<file path="config.mk">
export PLATFORM = sky130hd
export DESIGN_NAME = seq_alu
export DESIGN_NICKNAME = d
export VERILOG_FILES = /design/src/rtl/seq_alu.sv
export SDC_FILE = /design/constraint.sdc
export NUM_CORES = 1
export LEC_CHECK = 0
export CORE_MARGIN = 3
export CORE_UTILIZATION = 55
export CTS_BUF_LIST = sky130_fd_sc_hd__clkbuf_2
export CTS_CLUSTER_DIAMETER = 60
export DETAILED_ROUTE_END_ITERATION = 8
export GPL_ROUTABILITY_DRIVEN = 0
export PLACE_DENSITY = 0.82
export SYNTH_ARGS = -nofsm -noshare
export SYNTH_HDL_FRONTEND = slang
export SYNTH_SLANG_ARGS = --single-unit
</file>
<file path="constraint.sdc">
create_clock -name CLK -period 3.5 [get_ports CLK]
set_input_delay 0.875 -clock CLK [delete_from_list [all_inputs] [get_ports CLK]]
set_output_delay 0.875 -clock CLK [all_outputs]
set_load 0.01 [all_outputs]
</file>
<file path="src/rtl/seq_alu.sv">
// seq_alu: registered ALU with a START/BUSY/DONE handshake and an iterative
// shift-add multiplier. Single-cycle ops complete one edge after START; a
// multiply runs WIDTH iterations.
// Optional macro SEQ_ALU_MUL_EARLY_EN: the multiply stops as soon as the
// remaining multiplier bits are all zero, with at least one iteration.
module seq_alu #(
    parameter int WIDTH = 8,
    parameter int CNTW  = $clog2(WIDTH)
) (
    input  logic             CLK,
    input  logic             RESET,
    input  logic             START,
    input  logic [2:0]       SELECT,
    input  logic [WIDTH-1:0] DATA1,
    input  logic [WIDTH-1:0] DATA2,
    output logic [WIDTH-1:0] RESULT,
    output logic             ZERO,
    output logic             CARRY,
    output logic             OVF,
    output logic             BUSY,
    output logic             DONE
);
    typedef enum logic {IDLE, MUL} state_t;

    localparam logic [WIDTH-1:0] WV  = WIDTH'(WIDTH);
    localparam logic [WIDTH-1:0] WM1 = WIDTH'(WIDTH - 1);
    localparam logic [CNTW-1:0]  CM1 = CNTW'(WIDTH - 1);

    state_t               state_q, state_d;
    logic [WIDTH-1:0]     a_q, a_d, b_q, b_d;
    logic [2*WIDTH-1:0]   acc_q, acc_d;
    logic [CNTW-1:0]      cnt_q, cnt_d;
    logic [WIDTH-1:0]     result_q, result_d;
    logic                 zero_q, zero_d, carry_q, carry_d, ovf_q, ovf_d;
    logic                 done_q, done_d;

    logic [WIDTH:0]       sum;
    logic [WIDTH-1:0]     neg_amt;
    logic [2*WIDTH-1:0]   ror_tmp;
    logic [WIDTH-1:0]     op_res;
    logic                 op_carry, op_ovf;

    logic [2*WIDTH-1:0]   a_shift, acc_sum;
    logic                 mul_last;

    // Single-cycle operation datapath, driven straight from the input operands
    always_comb begin
        sum      = {1'b0, DATA1} + {1'b0, DATA2};
        neg_amt  = -DATA2;
        ror_tmp  = {DATA1, DATA1} >> DATA2[CNTW-1:0];
        op_res   = '0;
        op_carry = 1'b0;
        op_ovf   = 1'b0;
        case (SELECT)
            3'b000: op_res = DATA2;
            3'b001: begin
                op_res   = sum[WIDTH-1:0];
                op_carry = sum[WIDTH];
                op_ovf   = (DATA1[WIDTH-1] == DATA2[WIDTH-1]) &&
                           (sum[WIDTH-1] != DATA1[WIDTH-1]);
            end
            3'b010: op_res = DATA1 & DATA2;
            3'b011: op_res = DATA1 | DATA2;
            3'b101: begin
                // DATA2 is a signed amount: positive shifts left, negative right
                if (!DATA2[WIDTH-1]) begin
                    if (DATA2 < WV) op_res = DATA1 << DATA2;
                end else begin
                    if (neg_amt < WV) op_res = DATA1 >> neg_amt;
                end
            end
            3'b110: begin
                if (DATA2 >= WM1) op_res = {WIDTH{DATA1[WIDTH-1]}};
                else              op_res = $unsigned($signed(DATA1) >>> DATA2);
            end
            3'b111: op_res = ror_tmp[WIDTH-1:0];
            default: op_res = '0;
        endcase
    end

    // One shift-add multiply step and its termination test
    always_comb begin
        a_shift = {{WIDTH{1'b0}}, a_q} << cnt_q;
        acc_sum = acc_q + (b_q[0] ? a_shift : '0);
`ifdef SEQ_ALU_MUL_EARLY_EN
        mul_last = (cnt_q == CM1) || (b_q[WIDTH-1:1] == '0);
`else
        mul_last = (cnt_q == CM1);
`endif
    end

    // Next-state and next-output logic for the IDLE/MUL controller
    always_comb begin
        state_d  = state_q;
        a_d      = a_q;
        b_d      = b_q;
        acc_d    = acc_q;
        cnt_d    = cnt_q;
        result_d = result_q;
        zero_d   = zero_q;
        carry_d  = carry_q;
        ovf_d    = ovf_q;
        done_d   = 1'b0;
        case (state_q)
            IDLE: begin
                if (START) begin
                    if (SELECT == 3'b100) begin
                        a_d     = DATA1;
                        b_d     = DATA2;
                        acc_d   = '0;
                        cnt_d   = '0;
                        state_d = MUL;
                    end else begin
                        result_d = op_res;
                        zero_d   = (op_res == '0);
                        carry_d  = op_carry;
                        ovf_d    = op_ovf;
                        done_d   = 1'b1;
                    end
                end
            end
            MUL: begin
                acc_d = acc_sum;
                b_d   = b_q >> 1;
                cnt_d = cnt_q + 1'b1;
                if (mul_last) begin
                    result_d = acc_sum[WIDTH-1:0];
                    zero_d   = (acc_sum[WIDTH-1:0] == '0);
                    carry_d  = |acc_sum[2*WIDTH-1:WIDTH];
                    ovf_d    = 1'b0;
                    done_d   = 1'b1;
                    cnt_d    = '0;
                    state_d  = IDLE;
                end
            end
            default: state_d = IDLE;
        endcase
    end

    // State and output registers; reset aborts any multiply in flight
    always_ff @(posedge CLK) begin
        if (RESET) begin
            state_q  <= IDLE;
            a_q      <= '0;
            b_q      <= '0;
            acc_q    <= '0;
            cnt_q    <= '0;
            result_q <= '0;
            zero_q   <= 1'b0;
            carry_q  <= 1'b0;
            ovf_q    <= 1'b0;
            done_q   <= 1'b0;
        end else begin
            state_q  <= state_d;
            a_q      <= a_d;
            b_q      <= b_d;
            acc_q    <= acc_d;
            cnt_q    <= cnt_d;
            result_q <= result_d;
            zero_q   <= zero_d;
            carry_q  <= carry_d;
            ovf_q    <= ovf_d;
            done_q   <= done_d;
        end
    end

    assign RESULT = result_q;
    assign ZERO   = zero_q;
    assign CARRY  = carry_q;
    assign OVF    = ovf_q;
    assign BUSY   = (state_q == MUL);
    assign DONE   = done_q;
endmodule

</file>
* Word-level counts from Yosys, hierarchy flattened *
Index checks and enable logic that the tools add are counted.

storage, ports and cells
  register bits = 48
  input bits = 22
  output and inout port bits = 13

operators by class
  add/sub/neg operators = 4
  magnitude comparators = 3
  equality and inequality tests = 14
  shift-type cells = 5
  multiplexer cells = 42
  bitwise gates (word level) = 3
  reductions and logical operators = 8

operator list
  cell                                                  count
  2-to-1 mux 8 bit                                      9
  case mux 8 bit (7 select lines)                       1
  2-to-1 mux 16 bit                                     3
  case mux 16 bit (2 select lines)                      1
  case mux 8 bit (2 select lines)                       2
  2-to-1 mux 1 bit                                      17
  adder 16 bit                                          1
  zero test 8 bit                                       2
  < comparator 8 x 4 -> 1 bit (second input constant)   2
  << shifter 8 x 3 -> 16 bit                            1
  right shift 16 x 3 -> 8 bit                           1
  equality test 3 bit (second input constant)           5
  case mux 1 bit (2 select lines)                       5
  adder 8 x 8 -> 9 bit                                  1
  2-to-1 mux 3 bit                                      3
  AND 8 bit                                             1
  >= comparator 8 x 3 -> 1 bit (second input constant)  1
  negation 8 bit                                        1
  bitwise OR 8 bit                                      1
  OR reduction 8 bit                                    1
  << shifter 8 x 8 -> 8 bit                             1
  right shift 8 x 8 -> 8 bit                            1
  >>> shifter 8 x 8 -> 8 bit                            1
  equality test 3 x 2 -> 1 bit (second input constant)  2
  12 further kinds                                      15

* Depth between registers and ports, before layout *
Gate-level depths: netlist of run 1.

  depth in word-level cells = 9
  gate-level depth with buffers = 16
  gate-level depth less buffers = 14

* Worst setup path before layout of run 1 *
OpenSTA, ideal clock, no wires.

  kind = reg-to-reg
  start = reg cnt_q[1]
  end = reg carry_q, in the netlist CARRY
  library setup time = 146 ps
  arrival time = 3368 ps
  required time = 3354 ps
  slack = -14 ps
  stages on the path, launching flop included = 17
  buffers on the path = 2
  cells stage by stage = dfxtp_1 clkbuf_1 clkbuf_1 mux2i_1 nand2_1 o21ai_0 nor2_1 o21a_1 ha_1 a21o_1 a21o_1 a21oi_1 nor2b_1 o31a_1 or4_1 o32ai_1 a41oi_1

on the way
  longest elaborated chain between the ends = 6
  elaborated cells between the ends (all ways) = 9
  those cells by class = add/sub (1); eq/ne (2); shift (1); mux (3); reduce/logical (2)

RTL lines
  what                             line  RTL
  start, declared                  32    logic [CNTW-1:0] cnt_q, cnt_d;
  start signal, assigned           158   cnt_q <= cnt_d;
  << shifter 8 x 3 -> 16 bit       83    a_shift = {{WIDTH{1'b0}}, a_q} << cnt_q;
  2-to-1 mux 16 bit                84    acc_sum = acc_q + (b_q[0] ? a_shift : '0);
  adder 16 bit                     84
  OR reduction 8 bit               129   carry_d = |acc_sum[2*WIDTH-1:WIDTH];
  2-to-1 mux 1 bit                 126   if (mul_last) begin
  case mux 1 bit (2 select lines)  104   case (state_q)
  end signal, assigned             161   carry_q <= carry_d;
  end, declared                    34    logic zero_q, zero_d, carry_q, carry_d, ovf_q, ovf_d;

Parallel ways exist; a longest one is shown, timed or not. The select of a mux whose other input is x is not followed.
A chain may end at the register's enable or synchronous reset.

* Worst setup path after layout of run 1 *
Same ends and word-level chain as after synthesis.

==> results of run 1 <==
power breakdown:
group,internal [mW],switching (mW)
logic,0.254,0.279
clock network,0.116,0.193
registers,0.561,0.0114
total,0.931,0.484
cell type report:
class | instances | area, um2
Fill cell | 690 | 2555
Inverter | 30 | 112.6
Clock buffer | 5 | 25.02
Multi-Input combinational cell | 548 | 3988
Sequential cell | 48 | 968.4
Tap cell | 108 | 135.1
Timing Repair Buffer | 119 | 1027
Clock inverter | 3 | 37.54
per-stage QoR:
stage / setup WS (ns) / hold WS [ns] / setup TNS [ns]
2_1_floorplan: 0.08564 / 0.4406 / 0
3_3_place_gp: -0.1804 / 0.4414 / -0.3218
3_5_place_dp: -0.2674 / 0.4498 / -0.7119
4_1_cts: 0.008135 / 0.4750 / 0
5_1_grt: -0.07933 / 0.4971 / -0.07933
6_report: 0.05424 / 0.4713 / 0
cell usage after synthesis, types with 15 or more instances:
| cell type | instances |
|---|---|
| mux4_2 | 23 |
| nor3_1 | 17 |
| nand2_1 | 66 |
| nand3_1 | 16 |
| inv_1 | 28 |
| ha_1 | 35 |
| nor2_1 | 93 |
| dfxtp_1 | 48 |
| a21oi_1 | 73 |
| clkbuf_1 | 36 |
| o21ai_0 | 22 |
| mux2i_1 | 15 |
worst max-delay path by stage:
stage,startpoint,endpoint,slack (ns),depth (start not counted)
after global routing,cnt_q[1]$_SDFFE_PP0P_,CARRY$_SDFFE_PP0P_,-0.08,14
final,cnt_q[1]$_SDFFE_PP0P_,CARRY$_SDFFE_PP0P_,0.05,14
after CTS,cnt_q[1]$_SDFFE_PP0P_,CARRY$_SDFFE_PP0P_,0.008,15
after global placement,DATA1[0],ZERO$_SDFFE_PP0P_,-0.18,11
after detailed placement,DATA2[1],ZERO$_SDFFE_PP0P_,-0.27,11
after floorplan,cnt_q[1]$_SDFFE_PP0P_,CARRY$_SDFFE_PP0P_,0.09,16
critical path: stages (launching register included):
cell	delay (ns)
dfxtp_4	0.43
buf_12	0.15
mux2i_4	0.18
mux2_2	0.29
nor2_1	0.10
o21a_1	0.19
ha_4	0.23
a21o_1	0.18
a21o_1	0.20
a21oi_1	0.12
nor2b_1	0.06
o31a_1	0.26
or4_4	0.54
o32ai_4	0.29
a41oi_2	0.14
sequential cells by signal, indices dropped and copies added (netlist names):
register  count
cnt_q         3
b_q           8
BUSY          1
OVF           1
DONE          1
acc_q        16
ZERO          1
CARRY         1
RESULT        8
a_q           8
per-layer routing:
| metal | GRT usage [%] | share of wire, % |
|---|---|---|
| met1 | 38.65 | 38 |
| met5 | 0 | 0 |
| met4 | 14.13 | 4.9 |
| met3 | 4.232 | 9.0 |
| met2 | 52.27 | 49 |
kinds of logic after synthesis:
group	after synthesis	share of synthesized area (%)
xor+xnor	18	3.239
simple gates	255	23.14
mux	48	15.31
buf+inv	78	6.060
flops	48	18.84
compound gates	190	24.04
fa+ha+maj	37	9.372
what timing repair did:
| item | CTS | global route |
|---|---|---|
| setup buffers | 0 | 2 |
| endpoints found under the setup margin | 1 | 4 |
| cloned | 0 | 0 |
| gates resized for setup | 3 | 35 |
| pin swaps | 0 | 9 |
==> qor.csv, run 1 <==
stage,metric,value,unit
status,status,"finished, final reports clean",
power_and_ir_drop,Design Power,1.415,mW
logic_synthesis,Synth cell types,72,
placed_design,Post-DP HPWL,12080,um
setup_path,critical path type,flip-flop to flip-flop,
clocking,H-tree depth,2,
min_path,hold crit path type,flip-flop to flip-flop,
logic_synthesis,Synth Net Count,733,
logic_synthesis,synthesized instance count,674,
clocking,"CTS clk-pin slew, worst paths",0.28,ns
logic_synthesis,Mean Syn Cell Area,7.567,um2
drt,# DRC,0,
finish,"Core Util, Final",71.13,%
timing,Final Slew Violations,0,
placed_design,Placed Cells,851,
setup_path,r2r setup slk,0.05,ns
drt,Vias,5722,
setup_path,worst reg2reg path depth,14,
power_and_ir_drop,Max VDD drop,0.2030,mV
floorplan,die area,10460,um2
logic_synthesis,Synth Register Bits,48,
timing,Slew @ Worst Pin,0.5295,ns
min_path,HP Start,RESULT[5]$_SDFFE_PP0P_,
logic_synthesis,Synth Cell Area,5100,um2
floorplan,IO Count,35,
logic_synthesis,leading area contributor after synthesis,dfxtp_1,
finish,post-route cell area,6294,um2
finish,most frequent cells in the layout,"nor2_1, buf_4, a21oi_1",
power_and_ir_drop,Power Dens Cells,224.9,nW/um2
logic_synthesis,Post-synth EDFFs,0,
min_path,hold depth,2,
placed_design,Port Buf Inserts,34,
logic_synthesis,sequential share of the synthesized area,18.84,%
min_path,hold endpoint,RESULT[5]$_SDFFE_PP0P_,
floorplan,chip height,102.3,um
timing,f_max,290.2,MHz
clocking,CTS Buf Count,5,
clocking,clock latency on the worst-skew pair,0.45,ns
power_and_ir_drop,leakage,2.584,nW
timing,fin crit share,98.45,%
drt,DRT iter0 DRCs,696,
finish,Finished Layout Cells,861,
timing,Final setup viols,0,
logic_synthesis,dominant synthesized flop cell,dfxtp_1,
drt,Detail Route Antenna Nets,0,
floorplan,row count,34,
setup_path,worst r2r src,cnt_q[1]$_SDFFE_PP0P_,
global_routing,first-pass GRT wire length,26050,um
finish,Diodes inserted,0,
clocking,TritonCTS clock tree,yes,
clocking,CTS Sinks,48,
drt,drt pass-1 iters,6,
drt,DRT Wirelength,16180,um
logic_synthesis,"Warnings, synthesis",0,
global_routing,initial antenna violation count,0,
setup_path,Critical Path AT,3.81,ns
drt,wire per inst,18.80,um
finish,layout cells sized above 1,20.72,%
global_routing,pin count of the biggest net entering global routing,48,
run,Max Cap Violations,0,
timing,post-layout min period,3.446,ns
setup_path,reg2reg end,CARRY$_SDFFE_PP0P_,
timing,RSZ-0062 raised after global routing,yes,
setup_path,crit path max fanout,6,
floorplan,die span in x,102.3,um
logic_synthesis,cells taking the most area after synthesis,"dfxtp_1, mux4_2, ha_1, a21oi_1, nor2_1",
timing,slew margin rel.,64.59,%
drt,vias per std cell,6.646,
clocking,CTS Hold Bufs,0,
floorplan,starting density of the core,57.64,%
clocking,root buffer cell,clkbuf_2,
global_routing,vias in the first global route,5382,
timing,Clock Skews,0.04246,ns
finish,"most common cell after layout, fill and taps aside",nor2_1,
logic_synthesis,asr flop ratio synth,0,%
setup_path,Required @ worst endpoint,3.86,ns
clocking,Max Root-Sink Buffers,2,
setup_path,Crit. End Element,flip-flop,
finish,area delta synth->final,23.41,%
floorplan,core area,8848,um2
global_routing,grt total ovfl,0,
logic_synthesis,Synth top area share,18.84,%
placed_design,placed inst area,6035,um2
setup_path,CP startpoint kind,flip-flop,
global_routing,Total Routing Usage GR,30.77,%
timing,Fin. Hold Viols,0,
finish,Final nets,811,
Power figures use the tool's default switching activity.
==> run 2, diff against run 1 <==
--- a/config.mk
+++ b/config.mk
@@ -5,12 +5,12 @@
 export SDC_FILE = /design/constraint.sdc
 export NUM_CORES = 1
 export LEC_CHECK = 0
+export CAP_MARGIN = 0
 export CORE_MARGIN = 3
 export CORE_UTILIZATION = 55
 export CTS_BUF_LIST = sky130_fd_sc_hd__clkbuf_2
 export CTS_CLUSTER_DIAMETER = 60
 export DETAILED_ROUTE_END_ITERATION = 8
-export GPL_ROUTABILITY_DRIVEN = 0
 export PLACE_DENSITY = 0.82
 export SYNTH_ARGS = -nofsm -noshare
 export SYNTH_HDL_FRONTEND = slang
==> qor.csv, run 2 (synthesized netlist as in run 1, its figures left out) <==
stage,metric,value,unit,change
status,status,"finished, final reports clean",,unchanged
global_routing,vias in the first global route,5427,,was 5382
setup_path,Required @ worst endpoint,3.82,ns,was 3.86 ns
finish,Largest register FFs,16,,unchanged
placed_design,Post-DP HPWL,13020,um,was 12080 um
finish,"Core Util, Final",72.02,%,was 71.13%
placed_design,Port Buf Inserts,34,,unchanged
setup_path,CP startpoint kind,flip-flop,,unchanged
finish,Final nets,827,,was 811
power_and_ir_drop,Design Power,1.349,mW,was 1.415 mW
floorplan,die area,10460,um2,unchanged
global_routing,met3 Usage GRT,4.369,%,was 4.232%
timing,f_max,292.5,MHz,was 290.2 MHz
floorplan,IO Count,35,,unchanged
floorplan,die span in x,102.3,um,unchanged
power_and_ir_drop,Max VDD drop,0.1791,mV,was 0.2030 mV
timing,Final TNS setup,0,ns,unchanged
placed_design,pre-CTS WS,-0.2898,ns,was -0.2674 ns
setup_path,Critical Path AT,3.74,ns,was 3.81 ns
global_routing,first-pass GRT wire length,27050,um,was 26050 um
timing,Final setup viols,0,,unchanged
placed_design,routability congestion estimate,1.007,,
min_path,hold crit path type,flip-flop to flip-flop,,unchanged
finish,most frequent cells in the layout,"buf_4, nor2_1, a21oi_1",,"was nor2_1, buf_4, a21oi_1"
global_routing,pin count of the biggest net entering global routing,50,,was 48
floorplan,row count,34,,unchanged
clocking,TritonCTS clock tree,yes,,unchanged
timing,slew margin rel.,65.63,%,was 64.59%
setup_path,slowest CP cell,or4_4,,unchanged
setup_path,crit path max fanout,5,,was 6
global_routing,initial antenna violation count,0,,unchanged
finish,"most common cell after layout, fill and taps aside",buf_4,,was nor2_1
timing,Slew @ Worst Pin,0.5155,ns,was 0.5295 ns
clocking,H-tree depth,2,,unchanged
run,Max Cap Violations,0,,unchanged
clocking,CTS Buf Count,5,,unchanged
timing,post-layout min period,3.419,ns,was 3.446 ns
finish,Finished Layout Cells,876,,was 861
global_routing,met2 track demand over resource,56.72,%,was 52.27%
finish,Diodes inserted,0,,unchanged
clocking,CTS Hold Bufs,0,,unchanged
clocking,root buffer cell,clkbuf_2,,unchanged
drt,vias per std cell,6.428,,was 6.646
global_routing,Total Routing Usage GR,32.77,%,was 30.77%
finish,Largest Register,acc_q,,unchanged
floorplan,chip height,102.3,um,unchanged
finish,post-route cell area,6372,um2,was 6294 um2
floorplan,core area,8848,um2,unchanged
power_and_ir_drop,leakage,2.666,nW,was 2.584 nW
setup_path,crit-path cells,buf_8 > mux2i_2 > a21oi_2 > a21oi_1 > nor2b_1 > ha_1 > nand3_1 > o211ai_1 > nand4_1 > and3_4 > o31a_1 > or4_4 > o32ai_4 > a41oi_2,,was buf_12 > mux2i_4 > mux2_2 > nor2_1 > o21a_1 > ha_4 > a21o_1 > a21o_1 > a21oi_1 > nor2b_1 > o31a_1 > or4_4 > o32ai_4 > a41oi_2
drt,wire per inst,19.48,um,was 18.80 um
setup_path,Crit. End Element,flip-flop,,unchanged
clocking,"CTS clk-pin slew, worst paths",0.25,ns,was 0.28 ns
drt,# DRC,0,,unchanged
clocking,Max Root-Sink Buffers,2,,unchanged
global_routing,grt total ovfl,0,,unchanged
setup_path,critical path type,flip-flop to flip-flop,,unchanged
finish,register area,965.9,um2,was 968.4 um2
timing,Fin. Hold Viols,0,,unchanged
timing,final worst slack,0.08066,ns,was 0.05424 ns
finish,multi-input logic area,3948,um2,was 3988 um2
power_and_ir_drop,Power Dens Cells,211.7,nW/um2,was 224.9 nW/um2
placed_design,placed inst area,6185,um2,was 6035 um2
global_routing,grt peak-use layer,met2,,unchanged
timing,worst hold margin,0.4766,ns,was 0.4713 ns
timing,Final Slew Violations,0,,unchanged
timing,fin crit share,97.70,%,was 98.45%
drt,Vias,5631,,was 5722
setup_path,CP peak stage delay,0.54,ns,about the same
clocking,CTS Sinks,48,,unchanged
drt,DRT Wirelength,17060,um,was 16180 um
drt,drt pass-1 iters,6,,unchanged
global_routing,M1 GR Usage,42.21,%,was 38.65%
clocking,clock latency on the worst-skew pair,0.42,ns,was 0.45 ns
finish,area delta synth->final,24.95,%,was 23.41%
placed_design,Placed Cells,866,,was 851
drt,Detail Route Antenna Nets,0,,unchanged
timing,RSZ-0062 raised after global routing,yes,,unchanged
drt,DRT iter0 DRCs,520,,was 696
setup_path,r2r setup slk,0.08,ns,was 0.05 ns
finish,fillcell total,722,,was 690
floorplan,starting density of the core,57.64,%,unchanged
timing,Clock Skews,0.03924,ns,was 0.04246 ns
finish,layout cells sized above 1,22.14,%,was 20.72%
## run 2: cell types whose count changed in the layout (fill, tap and decap cells not counted), moves of 2 or more
| cell | before | now |
|---|---|---|
| buf_4 | 80 | 94 |
| mux2i_2 | 0 | 2 |
| ha_4 | 3 | 1 |
| buf_12 | 4 | 6 |
| clkinv_1 | 3 | 1 |
| mux2i_4 | 4 | 2 |
## run 2: path summary, 6_finish.rpt
check | startpoint | to | depth (start not counted)
worst max-delay path | cnt_q[1]$_SDFFE_PP0P_ | CARRY$_SDFFE_PP0P_ | 14
worst min-delay path | RESULT[2]$_SDFFE_PP0P_ | RESULT[2]$_SDFFE_PP0P_ | 2
worst max register to register | cnt_q[1]$_SDFFE_PP0P_ | CARRY$_SDFFE_PP0P_ | 14
worst min register to register | RESULT[2]$_SDFFE_PP0P_ | RESULT[2]$_SDFFE_PP0P_ | 2
## run 2: area by class of cell
class	instances	area share, %
multi-input cells	548	61.95
repair buffers	135	18.46
flip-flops and latches	48	15.16
well taps	108	2.121
inverters	30	1.767
clock buffers	6	0.4712
clock inverters	1	0.07854
## run 2: power by group
part | internal, mW | switching (mW)
Combinational | 0.270 | 0.285
Sequential | 0.561 | 0.0116
Clock | 0.0477 | 0.173
## run 2: repair_timing
item | in CTS | in global routing
pin swaps | 1 | 8
buffers inserted | 0 | 3
resized for setup | 3 | 29
endpoints found under the setup margin | 1 | 3
hold endpoints to repair | 0 | 0
## run 2: worst max-delay path: cells and delay by family (launching register included)
family	cells	cell delay [ns]
DFF	1	0.43
and+or+nand+nor	5	1.02
muxes	1	0.29
AOI/OAI and AO/OA	6	1.10
adders and majority gates	1	0.36
buffers and inverters	1	0.14
## run 2: routing by layer
| metal | up-vias | wire length [um] |
|---|---|---|
| met5 | - | 0 |
| met1 | 2641 | 6750 |
| met4 | 0 | 563 |
| met3 | 54 | 1370 |
| met2 | 281 | 8378 |
| li1 | 2655 | - |
==> run 3, diff against run 2 <==
==> constraint.sdc (replaced) <==
create_clock -name CLK -period 2.8 [get_ports CLK]
set_input_delay 0.7 -clock CLK [delete_from_list [all_inputs] [get_ports CLK]]
set_output_delay 0.7 -clock CLK [all_outputs]
set_load 0.01 [all_outputs]
==> qor.csv, run 3 (synthesized netlist as in run 1, its figures left out) <==
stage,metric,value,unit,change
setup_path,CP startpoint kind,flip-flop,,unchanged
timing,final worst slack,-0.6325,ns,was 0.08066 ns
clocking,"CTS clk-pin slew, worst paths",0.32,ns,was 0.25 ns
global_routing,grt total ovfl,0,,unchanged
finish,Finished Layout Cells,957,,was 876
status,failing checks,setup timing,,
floorplan,IO Count,35,,unchanged
floorplan,chip height,102.3,um,unchanged
drt,DR top layer,met4,,unchanged
timing,post-layout min period,3.432,ns,was 3.419 ns
power_and_ir_drop,Power Dens Cells,271.4,nW/um2,was 211.7 nW/um2
clocking,CTS Hold Bufs,0,,unchanged
timing,Final Slew Violations,0,,unchanged
clocking,clock latency on the worst-skew pair,0.48,ns,was 0.42 ns
timing,Clock Skews,0.05278,ns,was 0.03924 ns
power_and_ir_drop,NetSw,0.6689,mW,was 0.4694 mW
global_routing,pin count of the biggest net entering global routing,48,,was 50
global_routing,first-pass GRT wire length,30360,um,was 27050 um
placed_design,Placed Cells,942,,was 866
power_and_ir_drop,sw frac,33.61,%,was 34.80%
power_and_ir_drop,Gate power share,38.5,%,was 41.2%
clocking,root buffer cell,clkbuf_2,,unchanged
setup_path,critical path type,flip-flop to flip-flop,,unchanged
drt,DRT iter0 DRCs,635,,was 520
finish,most frequent cells in the layout,"buf_4, nor2_1, nand2_1",,"was buf_4, nor2_1, a21oi_1"
setup_path,Required @ worst endpoint,3.20,ns,was 3.82 ns
drt,drt pass-1 iters,6,,unchanged
drt,M1 WL,7393,um,was 6750 um
global_routing,vias in the first global route,6103,,was 5427
setup_path,worst r2r src,cnt_q[1]$_SDFFE_PP0P_,,unchanged
finish,Largest register FFs,16,,unchanged
placed_design,Port Buf Inserts,34,,unchanged
timing,RSZ-0062 raised after global routing,yes,,unchanged
floorplan,row count,34,,unchanged
clocking,CTS Buf Count,5,,unchanged
floorplan,starting density of the core,57.64,%,unchanged
clocking,CTS Sinks,48,,unchanged
finish,"Core Util, Final",82.86,%,was 72.02%
setup_path,reg2reg end,CARRY$_SDFFE_PP0P_,,unchanged
floorplan,die span in x,102.3,um,unchanged
timing,f_max,291.3,MHz,was 292.5 MHz
drt,vias per std cell,6.565,,was 6.428
placed_design,routability congestion estimate,1.006,,was 1.007
placed_design,Post-DP HPWL,14230,um,was 13020 um
finish,Largest Register,acc_q,,unchanged
setup_path,CP startpoint,cnt_q[1]$_SDFFE_PP0P_,,unchanged
clocking,Max Root-Sink Buffers,2,,unchanged
global_routing,Total Routing Usage GR,37.05,%,was 32.77%
drt,# DRC,0,,unchanged
floorplan,core area,8848,um2,unchanged
min_path,hold crit path type,flip-flop to flip-flop,,unchanged
power_and_ir_drop,Max VDD drop,0.2838,mV,was 0.1791 mV
timing,Final setup viols,15,,was 0
global_routing,initial antenna violation count,0,,unchanged
run,Max Cap Violations,0,,unchanged
finish,Diodes inserted,0,,unchanged
timing,Slew @ Worst Pin,0.5008,ns,was 0.5155 ns
clocking,H-tree depth,2,,unchanged
timing,Fin. Hold Viols,0,,unchanged
setup_path,Critical Path AT,3.83,ns,was 3.74 ns
finish,area delta synth->final,43.77,%,was 24.95%
finish,fillcell total,540,,was 722
drt,metal2 WL,9970,um,was 8378 um
finish,"most common cell after layout, fill and taps aside",buf_4,,unchanged
drt,Vias,6283,,was 5631
status,status,"finished, violations left",,"was finished, final reports clean"
finish,Final nets,907,,was 827
timing,slew margin rel.,66.61,%,was 65.63%
drt,DRT Wirelength,20470,um,was 17060 um
finish,layout cells sized above 1,35.22,%,was 22.14%
power_and_ir_drop,leakage,3.143,nW,was 2.666 nW
drt,Detail Route Antenna Nets,0,,unchanged
floorplan,die area,10460,um2,unchanged
setup_path,r2r setup slk,-0.63,ns,was 0.08 ns
setup_path,Crit. End Element,flip-flop,,unchanged
setup_path,Critical Path End,CARRY$_SDFFE_PP0P_,,unchanged
clocking,TritonCTS clock tree,yes,,unchanged
drt,wire per inst,21.39,um,was 19.48 um
timing,fin crit share,122.6,%,was 97.70%
setup_path,crit path max fanout,7,,was 5
power_and_ir_drop,Flop pwr share,36.1,%,was 42.5%
setup_path,worst reg2reg path depth,14,,unchanged
drt,DR WL met3,1884,um,was 1370 um
power_and_ir_drop,clock share of power,25.4,%,was 16.3%
power_and_ir_drop,Pint,1.321,mW,was 0.8794 mW
-- run 3: cell types whose count changed in the layout (fill, tap and decap cells not counted), moves of 5 or more --
cell,change
nor4_1,-5
buf_6,+8
a21oi_2,+6
a21oi_1,-7
ha_1,-5
clkdlybuf4s50_1,-5
ha_4,+6
buf_4,+77
nor4_2,+5
-- run 3: timing repair --
item,4_1_cts,5_1_grt
pin swaps,29,18
gates resized for setup,45,40
gates cloned,0,0
endpoints found under the setup margin,20,21
buffers inserted,6,2
-- run 3: power groups by stage --
| stage | clock network, mW | logic, mW | registers [mW] |
|---|---|---|---|
| floorplan | 0 | 0.391 | 0.730 |
| global placement | 0 | 0.698 | 0.727 |
| detailed placement | 0 | 0.715 | 0.728 |
| CTS | 0.496 | 0.731 | 0.716 |
| global route | 0.533 | 0.819 | 0.720 |
| finish | 0.505 | 0.767 | 0.718 |
-- run 3: routing by layer --
metal | vias to the layer above | GRT usage [%]
met5 | - | 0
met2 | 404 | 65.77
met1 | 2955 | 43.16
li1 | 2819 | -
met3 | 105 | 6.143
met4 | 0 | 17.96
-- run 3: how the worst min path moves through the flow --
stage / from / end / slack, ns / cells after the start
finish: RESULT[1]$_SDFFE_PP0P_ / RESULT[1]$_SDFFE_PP0P_ / 0.48 / 2
global route: RESULT[1]$_SDFFE_PP0P_ / RESULT[1]$_SDFFE_PP0P_ / 0.50 / 2
CTS: RESULT[1]$_SDFFE_PP0P_ / RESULT[1]$_SDFFE_PP0P_ / 0.48 / 2
detailed placement: RESULT[1]$_SDFFE_PP0P_ / RESULT[1]$_SDFFE_PP0P_ / 0.45 / 2
global placement: RESULT[6]$_SDFFE_PP0P_ / RESULT[6]$_SDFFE_PP0P_ / 0.44 / 2
floorplan: acc_q[13]$_SDFFE_PP0P_ / acc_q[13]$_SDFFE_PP0P_ / 0.44 / 2
-- run 3: critical path, stage by stage, from the launching register on --
cell and delay, ns:
dfxtp_4 0.46, mux2_4 0.35, nor2_4 0.09, a21oi_2 0.05
a21oi_1 0.19, nor2b_1 0.08, ha_1 0.37, nand3_2 0.12
o211ai_1 0.36, nand4_1 0.15, and3_4 0.18, o31a_1 0.12
or4_4 0.52, o32ai_2 0.21, a41oi_1 0.14
-- run 3: stage by stage --
step | setup slack [ns] | total power, mW | area, um2 | hold slack, ns | TNS [ns]
after global routing | -0.7513 | 2.072 | 7332 | 0.5048 | -4.268
after detailed placement | -0.7388 | 1.443 | 6813 | 0.4489 | -9.135
after global placement | -0.7093 | 1.426 | 6813 | 0.4420 | -7.165
final | -0.6325 | 1.990 | 7332 | 0.4783 | -2.876
after floorplan | -0.4011 | 1.120 | 5261 | 0.4406 | -0.4011
after CTS | -0.3886 | 1.943 | 7147 | 0.4782 | -1.609
-- run 3: final cells by class --
class                           count  area [um2]  share of cell area [%]
Clock buffer                        5       25.02                  0.3413
Inverter                           30       115.1                   1.570
Sequential cell                    48       965.9                   13.17
Tap cell                          108       135.1                   1.843
Timing Repair Buffer              215        1754                   23.92
Clock inverter                      3       68.82                  0.9386
Multi-Input combinational cell    548        4268                   58.21
